**src/rtl/sram_seq_ctrl.sv**
```systemverilog
// sram_seq_ctrl
//   Sequencer for the custom SRAM macro. A single-word read or write request
//   is accepted over a valid/ready handshake. The request is then played out
//   to the array as a fixed phase sequence: precharge, wordline access,
//   optional sense, and a completion pulse.
//
//   Phase table (state | meaning):
//     S_IDLE  | ready for a request, all array controls low
//     S_PRE   | bitline precharge for PRE_CYC cycles
//     S_ACT   | wordline high, write drivers on for writes, ACC_CYC cycles
//     S_SENSE | wordline + sense amp for one cycle, read data captured on exit
//     S_DONE  | one-cycle rsp_valid pulse, then back to idle
//
//   Ports:
//     clk, rst_n                 clock, asynchronous active-low reset
//     req_valid/req_ready        request handshake (ready only in S_IDLE)
//     req_op/req_addr/req_wdata  request: op 1 = write, 0 = read
//     rsp_valid/rsp_rdata/rsp_err completion pulse, read data, read parity error
//     arr_pre/arr_wl/arr_we/arr_sae  array phase controls (state decode only)
//     arr_addr/arr_wdata         latched address and write data (MSB = parity)
//     arr_rdata                  sensed data from the array (MSB = parity)
//
//   Build option: define SRAM_SEQ_PARITY_EN to store even parity on writes and
//   to flag parity errors on reads. Without it, the parity bit is written as 0,
//   ignored on reads, and rsp_err stays 0.
module sram_seq_ctrl #(
    parameter int ADDR_W  = 6,
    parameter int DATA_W  = 8,
    parameter int PRE_CYC = 2,
    parameter int ACC_CYC = 3
) (
    input  logic              clk,
    input  logic              rst_n,
    input  logic              req_valid,
    output logic              req_ready,
    input  logic              req_op,
    input  logic [ADDR_W-1:0] req_addr,
    input  logic [DATA_W-1:0] req_wdata,
    output logic              rsp_valid,
    output logic [DATA_W-1:0] rsp_rdata,
    output logic              rsp_err,
    output logic              arr_pre,
    output logic              arr_wl,
    output logic              arr_we,
    output logic              arr_sae,
    output logic [ADDR_W-1:0] arr_addr,
    output logic [DATA_W:0]   arr_wdata,
    input  logic [DATA_W:0]   arr_rdata
);

    localparam int MAX_CYC = (PRE_CYC > ACC_CYC) ? PRE_CYC : ACC_CYC;
    localparam int CNT_W   = $clog2(MAX_CYC + 1);

    typedef enum logic [2:0] {
        S_IDLE,
        S_PRE,
        S_ACT,
        S_SENSE,
        S_DONE
    } state_t;

    state_t              state_q, state_d;
    logic [CNT_W-1:0]    cnt_q, cnt_d;
    logic                op_q, op_d;
    logic [ADDR_W-1:0]   addr_q, addr_d;
    logic [DATA_W:0]     wdata_q, wdata_d;
    logic [DATA_W-1:0]   rdata_q, rdata_d;
    logic                err_q, err_d;

    logic                par_w;
    logic                par_r;

`ifdef SRAM_SEQ_PARITY_EN
    assign par_w = ^req_wdata;
    // Even parity over data plus stored parity bit: any odd count is an error.
    assign par_r = ^arr_rdata;
`else
    logic unused_rd_par;
    assign par_w         = 1'b0;
    assign par_r         = 1'b0;
    assign unused_rd_par = arr_rdata[DATA_W];
`endif

    always_ff @(posedge clk or negedge rst_n) begin
        if (!rst_n) begin
            state_q <= S_IDLE;
            cnt_q   <= '0;
            op_q    <= 1'b0;
            addr_q  <= '0;
            wdata_q <= '0;
            rdata_q <= '0;
            err_q   <= 1'b0;
        end else begin
            state_q <= state_d;
            cnt_q   <= cnt_d;
            op_q    <= op_d;
            addr_q  <= addr_d;
            wdata_q <= wdata_d;
            rdata_q <= rdata_d;
            err_q   <= err_d;
        end
    end

    always_comb begin
        state_d = state_q;
        cnt_d   = cnt_q;
        op_d    = op_q;
        addr_d  = addr_q;
        wdata_d = wdata_q;
        rdata_d = rdata_q;
        err_d   = err_q;
        case (state_q)
            S_IDLE: begin
                if (req_valid) begin
                    state_d = S_PRE;
                    cnt_d   = CNT_W'(PRE_CYC);
                    op_d    = req_op;
                    addr_d  = req_addr;
                    wdata_d = {par_w, req_wdata};
                    // A stale read error must not ride along with a later write response.
                    err_d   = 1'b0;
                end
            end
            S_PRE: begin
                if (cnt_q == CNT_W'(1)) begin
                    state_d = S_ACT;
                    cnt_d   = CNT_W'(ACC_CYC);
                end else begin
                    cnt_d = cnt_q - CNT_W'(1);
                end
            end
            S_ACT: begin
                if (cnt_q == CNT_W'(1)) begin
                    state_d = op_q ? S_DONE : S_SENSE;
                    cnt_d   = '0;
                end else begin
                    cnt_d = cnt_q - CNT_W'(1);
                end
            end
            S_SENSE: begin
                state_d = S_DONE;
                rdata_d = arr_rdata[DATA_W-1:0];
                err_d   = par_r;
            end
            S_DONE: begin
                state_d = S_IDLE;
            end
            default: begin
                state_d = S_IDLE;
                cnt_d   = '0;
            end
        endcase
    end

    // Array controls decode the state register only, so an asynchronous
    // reset drops them immediately and request inputs never reach them.
    assign req_ready = (state_q == S_IDLE);
    assign rsp_valid = (state_q == S_DONE);
    assign arr_pre   = (state_q == S_PRE);
    assign arr_wl    = (state_q == S_ACT) || (state_q == S_SENSE);
    assign arr_we    = (state_q == S_ACT) && op_q;
    assign arr_sae   = (state_q == S_SENSE);

    assign arr_addr  = addr_q;
    assign arr_wdata = wdata_q;
    assign rsp_rdata = rdata_q;
    assign rsp_err   = err_q;

endmodule

```
**config.mk**
```make
export PLATFORM = sky130hd
export DESIGN_NAME = sram_seq_ctrl
export DESIGN_NICKNAME = d
export VERILOG_FILES = /design/src/rtl/sram_seq_ctrl.sv
export SDC_FILE = /design/constraint.sdc
export NUM_CORES = 1
export LEC_CHECK = 0
export ABC_AREA = 1
export BUFFER_PORTS_ARGS = -buffer_cell sky130_fd_sc_hd__buf_2
export CORE_ASPECT_RATIO = 0.8
export CORE_UTILIZATION = 42
export CTS_CLUSTER_DIAMETER = 40
export DETAILED_ROUTE_END_ITERATION = 12
export GPL_TIMING_DRIVEN = 0
export PLACE_DENSITY = 0.78
export SYNTH_ARGS = -nofsm -noshare
export SYNTH_HDL_FRONTEND = slang
export SYNTH_SLANG_ARGS = --single-unit
```
**constraint.sdc**
```tcl
create_clock -name clk -period 1.1 [get_ports clk]
set_clock_uncertainty 0.05 [all_clocks]
set_input_delay 0.22 -clock clk [delete_from_list [all_inputs] [get_ports clk]]
set_output_delay 0.22 -clock clk [all_outputs]
set_load 0.01 [all_outputs]
```
==> impl_metrics.toml, run 1 <==
[clock_tree]
clock_path_buffers = 2
cts_tree = "done"
h-tree-depth = 1
clock_latency_ns = 0.27
cts_root_buf = "clkbuf_8"
cts-buffers-inserted = 3
cts_sinks = 28
cts.reportedPaths.clkPinSlew_ns = 0.09

[power_and_ir_drop]
swShare_pct = 41.7
ir_drop_v = 0.00161
intPower_mw = 3.65
switching_power_mw = 2.61
power_frac_comb_pct = 60.3
p_clk_share_pct = 8.6
p_per_area_nw_per_um2 = 3100
leakage_nw = 1.17
power_frac_seq_pct = 31.1
p_total_mw = 6.27

[critical_path]
r2r-end = "arr_wdata[2]$_DFFE_PN0P_"
r2r_cells = 9
crit_slowest_cell = "dfrtp_2"
worstPathRequired_ns = 0.83
cp-start-kind = "flop"
cpPeakStageDelay_ns = 0.45
criticalPathCategory = "reg -> out"
regToRegStartpoint = "state_q[1]$_DFFE_PN0P_"
r2r_slack_ns = -0.34
worstSetupEndpointType = "primary output"
cp_cell_sequence = "inv_1 > nand3_2 > nor2_2 > buf_2"
arrival_ns = 1.20
critPathMaxFanout = 4

[worst_hold_path]
hold_path_depth = 3
worstHoldPathType = "in -> reg"
worstHoldStart = "arr_rdata[1]"
min_to = "rsp_rdata[1]$_DFFE_PN0P_"

[timing]
worst_slack_ns = -0.374
finalSetupViolations = 36
grt_setup_unrepaired = "true"
whs_ns = 0.0906
min_period_over_period_pct = 134
fmax_mhz = 678
maxSlewViolCount = 0
hold_viol_final = 0
fin_crit_ns = 1.47
setup_tns_ns = -8.66

[finish]
drive_gt1_share_pct = 50.0
syn_to_final_growth_pct = 55.4
final_cells = 276
mostFrequentLayoutCell = "nand2_1"
final_nets = 270
diodes = 0
layout_common_cells = "nand2_1, buf_2, dfrtp_1, nand3_1, buf_4"

[place]
place_hpwl_mm = 1.99
io_buffers = 52
gp_congestion = 0.782
dp_cells = 250

[run_status]
outcome = "complete, but fails checks"
violations = "setup timing"

[grt]
grt_first_pass_wirelength_mm = 4.70
first_global_vias = 1109
grt.met1_usage_pct = 23.5
busiest_layer = "met2"
grtUsageTotal_pct = 18.8
antenna_found_initial = 0
use_met3_pct = 5.48
use_met2_pct = 32.6
grt_max_degree = 29
grt_overflow = 0

[synth]
synth_edf_count = 0
postSynthCellCount = 159
synthDistinctLibCells = 19
synth-seq-cells = 28
yosysWarnings = 0
syn-cell-area_um2 = 1300
synth-seq-area-share_pct = 53.8
syn_area_per_cell_um2 = 8.18
ys.flop_type = "dfrtp_1"
async_flop_share_pct = 100

[floorplan]
start_util_pct = 45.7
core_um2 = 2850
num_io_pins = 57
die_h_um = 51.8
die-area_um2 = 3330
rows = 17
die_x_um = 64.2

[detailed_routing]
ant_nets = 0
vias = 1287
firstDrtPassIters = 4
routed_wl_mm = 3.19
drt_iter0_drc = 35
vias_per_cell = 4.66
drc = 0
wire_per_inst_um = 11.5

[job]
cap_violations = 0
## cell families (layout without fill, tap and decap cells)
logic type | Yosys count | in the layout | share of synthesized area [%]
AND/OR/NAND/NOR | 105 | 105 | 34.5
flip-flops | 28 | 28 | 53.8
buffers and inverters | 21 | 99 | 8.08
adder cells (fa/ha/maj) | 3 | 3 | 2.88
other | 1 | 2 | 0.288
AO/OA/AOI/OAI | 1 | 1 | 0.384
## metrics by stage
stage                     util, %  setup WS (ns)  cell area, um2
after floorplan                 -        -0.0640            1310
after global routing         70.9         -0.443            2020
final                        70.9         -0.374            2020
after global placement       56.7         -0.256            1620
after detailed placement     56.7         -0.267            1620
after CTS                    62.3         -0.370            1780
## worst max-delay path: cells and delay by family, from the launching register on
kind | cells | cell delay (ns)
flops | 1 | 0.45
simple gates | 2 | 0.24
buf+inv | 2 | 0.25
## routing by layer
metal  up-vias  share of wire, %
met5         -                 0
met4         0              0.60
met3         2               6.7
met2        46                49
met1       593                44
li1        646                 -
## sequential cells by signal (all words and copies together), names as in the netlist
name       count
cnt_q          2
state_q        3
arr_addr       6
arr_wdata      8
rsp_rdata      8
op_q           1
## power groups by stage
| stage | Clock, mW | Combinational (mW) | Sequential, mW |
|---|---|---|---|
| after floorplan | 0 | 1.44 | 2.04 |
| after CTS | 0.551 | 2.92 | 1.87 |
| after global placement | 0 | 2.42 | 1.87 |
| after detailed placement | 0 | 2.47 | 1.87 |
| after global routing | 0.594 | 4.15 | 2.01 |
| final | 0.538 | 3.78 | 1.95 |
## final cells by class
| class | instances | area (um2) |
|---|---|---|
| Timing Repair Buffer | 75 | 498 |
| Inverter | 14 | 57.6 |
| Tap cell | 38 | 47.5 |
| Sequential cell | 28 | 704 |
| Multi-Input combinational cell | 111 | 612 |
| Buffer | 7 | 61.3 |
| Clock buffer | 3 | 41.3 |
| Fill cell | 238 | 828 |
## worst max path at each step
stage	cells after the start	end	slack (ns)	from
final	4	arr_we	-0.37	state_q[0]$_DFFE_PN0P_
after global routing	4	arr_we	-0.44	state_q[0]$_DFFE_PN0P_
after CTS	5	req_ready	-0.37	state_q[1]$_DFFE_PN0P_
after detailed placement	5	req_ready	-0.27	state_q[0]$_DFFE_PN0P_
after global placement	5	req_ready	-0.26	state_q[0]$_DFFE_PN0P_
after floorplan	7	arr_addr[0]$_DFFE_PN0P_	-0.06	state_q[0]$_DFFE_PN0P_
## cell usage after synthesis (2+ instances only)
master | instances | area share, %
nand2_1 | 68 | 20
dfrtp_1 | 28 | 54
nand3_1 | 25 | 9.6
inv_1 | 11 | 3.2
nor2_1 | 7 | 2.0
buf_4 | 4 | 2.3
ha_1 | 3 | 2.9
inv_2 | 2 | 0.58
## timing repair
item | in CTS | in global routing
setup buffers | 10 | 11
pin swaps | 4 | 3
hold buffers | 1 | 0
cloned | 0 | 1
setup endpoints to repair | 26 | 43
gates resized for setup | 10 | 37
hold endpoints to repair | 28 | 0
Note: power is estimated with default switching activity, not from simulation.
==> inputs of run 2 (changes only) <==
Settings changed: REMOVE_ABC_BUFFERS set to 1.
==> run 2 against run 1 <==
Net effect:
- the run still ends with setup timing left
- critical path depth unchanged
- combinational power increased by 16%
- flip-flop and latch count is the same
- via count increased by 7.8%
- sequential share of layout area is 2.1 points lower
- total power increased by 11%
- final cell count is 0.72% higher
- clock power rose by 18%
- die area stayed put
- fmax shrank 0.85%
- largest power group unchanged
- highest routed layer unchanged
==> impl_metrics.toml, run 2 (synthesized netlist as in run 1, its figures left out) <==
[critical_path]
worstPathRequired_ns = 0.83
criticalPathCategory = "reg -> out"
cp_num_buf_inv = 2
worstSetupEndpointType = "primary output"
arrival_ns = 1.22
cp_cell_sequence = "nor2_4 > nand2_4 > clkinv_4 > buf_6"
cp-start-kind = "flop"
cpPeakStageDelay_ns = 0.50
crit_slowest_cell = "dfrtp_2"
critPathTopFamily = "flip-flops"
critPathMaxFanout = 5

[grt]
grt_max_degree = 29
antenna_found_initial = 0
grt_overflow = 0
grtUsageTotal_pct = 24.5
grt_first_pass_wirelength_mm = 6.17
first_global_vias = 1302

[timing]
min_period_over_period_pct = 135
maxSlewViolCount = 0
worst_pin_slew_ns = 0.590
finalSetupViolations = 34
fin_crit_ns = 1.49
fmax_mhz = 673
relSlewSlack_pct = 60.6
whs_ns = 0.0866
grt_setup_unrepaired = "true"
setup_tns_ns = -8.90
hold_viol_final = 0
worst_slack_ns = -0.386

[clock_tree]
cts_sinks = 28
cts_tree = "done"
clock_latency_ns = 0.27
h-tree-depth = 1
clock_path_buffers = 2
cts-buffers-inserted = 3
cts.reportedPaths.clkPinSlew_ns = 0.10
cts_root_buf = "clkbuf_8"

[floorplan]
start_util_pct = 45.7
rows = 17
die_x_um = 64.2
die_h_um = 51.8
num_io_pins = 57
die-area_um2 = 3330
core_um2 = 2850

[finish]
syn_to_final_growth_pct = 65.3
mostFrequentLayoutCell = "nand2_1"
diodes = 0
drive_gt1_share_pct = 56.3
layout_common_cells = "nand2_1, buf_2, dfrtp_1, buf_4, nand3_2"
final_nets = 271

[job]
cap_violations = 0

[place]
gp_congestion = 0.874
place_hpwl_mm = 1.99
io_buffers = 53

[detailed_routing]
vias = 1388
firstDrtPassIters = 4
wire_per_inst_um = 15.5
routed_wl_mm = 4.31
ant_nets = 0
drc = 0
drt_iter0_drc = 93
vias_per_cell = 4.99

[power_and_ir_drop]
ir_drop_v = 0.00239
p_per_area_nw_per_um2 = 3240
leakage_nw = 1.19

[worst_hold_path]
worstHoldPathType = "in -> reg"

[run_status]
outcome = "complete, but fails checks"
violations = "setup timing"
run 2: what timing repair did:
action | in CTS | in global routing
endpoints found under the hold margin | 28 | 0
buffers inserted | 17 | 12
pin swaps | 22 | 5
hold buffers | 1 | 0
endpoints found under the setup margin | 34 | 52
resized for setup | 47 | 25
gates cloned | 1 | 0
run 2: stage by stage:
stage / std cells / total power, mW / setup slack (ns) / utilization (%) / area, um2
finish: 278 / 6.98 / -0.386 / 75.5 / 2150
global placement: 244 / 4.18 / -0.479 / 55.0 / 1570
global route: 278 / 7.39 / -0.421 / 75.5 / 2150
CTS: 267 / 6.09 / -0.344 / 69.5 / 1980
floorplan: 153 / 3.37 / -0.104 / - / 1250
detailed placement: 244 / 4.24 / -0.478 / 55.0 / 1570
run 2: path summary, 6_finish.rpt:
path / endpoint / cells after the start / slack (ns) / from
max reg2reg: op_q$_DFFE_PN0P_ / 7 / -0.33 / state_q[1]$_DFFE_PN0P_
min reg2reg: arr_wdata[5]$_DFFE_PN0P_ / 2 / 0.43 / arr_wdata[5]$_DFFE_PN0P_
min: rsp_rdata[5]$_DFFE_PN0P_ / 3 / 0.09 / arr_rdata[5]
min in group asynchronous: arr_wdata[4]$_DFFE_PN0P_ / 2 / 0.38 / rst_n
max: req_ready / 4 / -0.39 / state_q[1]$_DFFE_PN0P_
max in group asynchronous: state_q[2]$_DFFE_PN0P_ / 2 / 0.31 / rst_n
run 2: layer usage:
metal | wire length, um | track usage [%] | vias up
met5 | 0 | 0 | -
met4 | 109 | 5.19 | 0
met3 | 220 | 5.26 | 9
met2 | 2100 | 42.7 | 56
met1 | 1870 | 31.6 | 674
li1 | - | - | 649
run 2: power by group:
group / switching [mW] / total, mW / leakage [nW] / internal (mW)
clock network: 0.315 / 0.635 / 0.0288 / 0.320
registers: 0.400 / 1.95 / 0.341 / 1.55
logic: 2.37 / 4.39 / 0.820 / 2.02
total: 3.08 / 6.98 / 1.19 / 3.89
run 2: final cells by class:
| type | instances | area (um2) |
|---|---|---|
| Multi-Input combinational cell | 112 | 721 |
| Sequential cell | 28 | 704 |
| Fill cell | 190 | 699 |
| Timing Repair Buffer | 82 | 558 |
| Inverter | 14 | 65.1 |
| Clock buffer | 4 | 55.1 |
| Tap cell | 38 | 47.5 |
run 2: worst min-delay path: cells and delay by family:
family,cells,cell delay [ns]
buffers and inverters,1,0.07
and+or+nand+nor,2,0.08
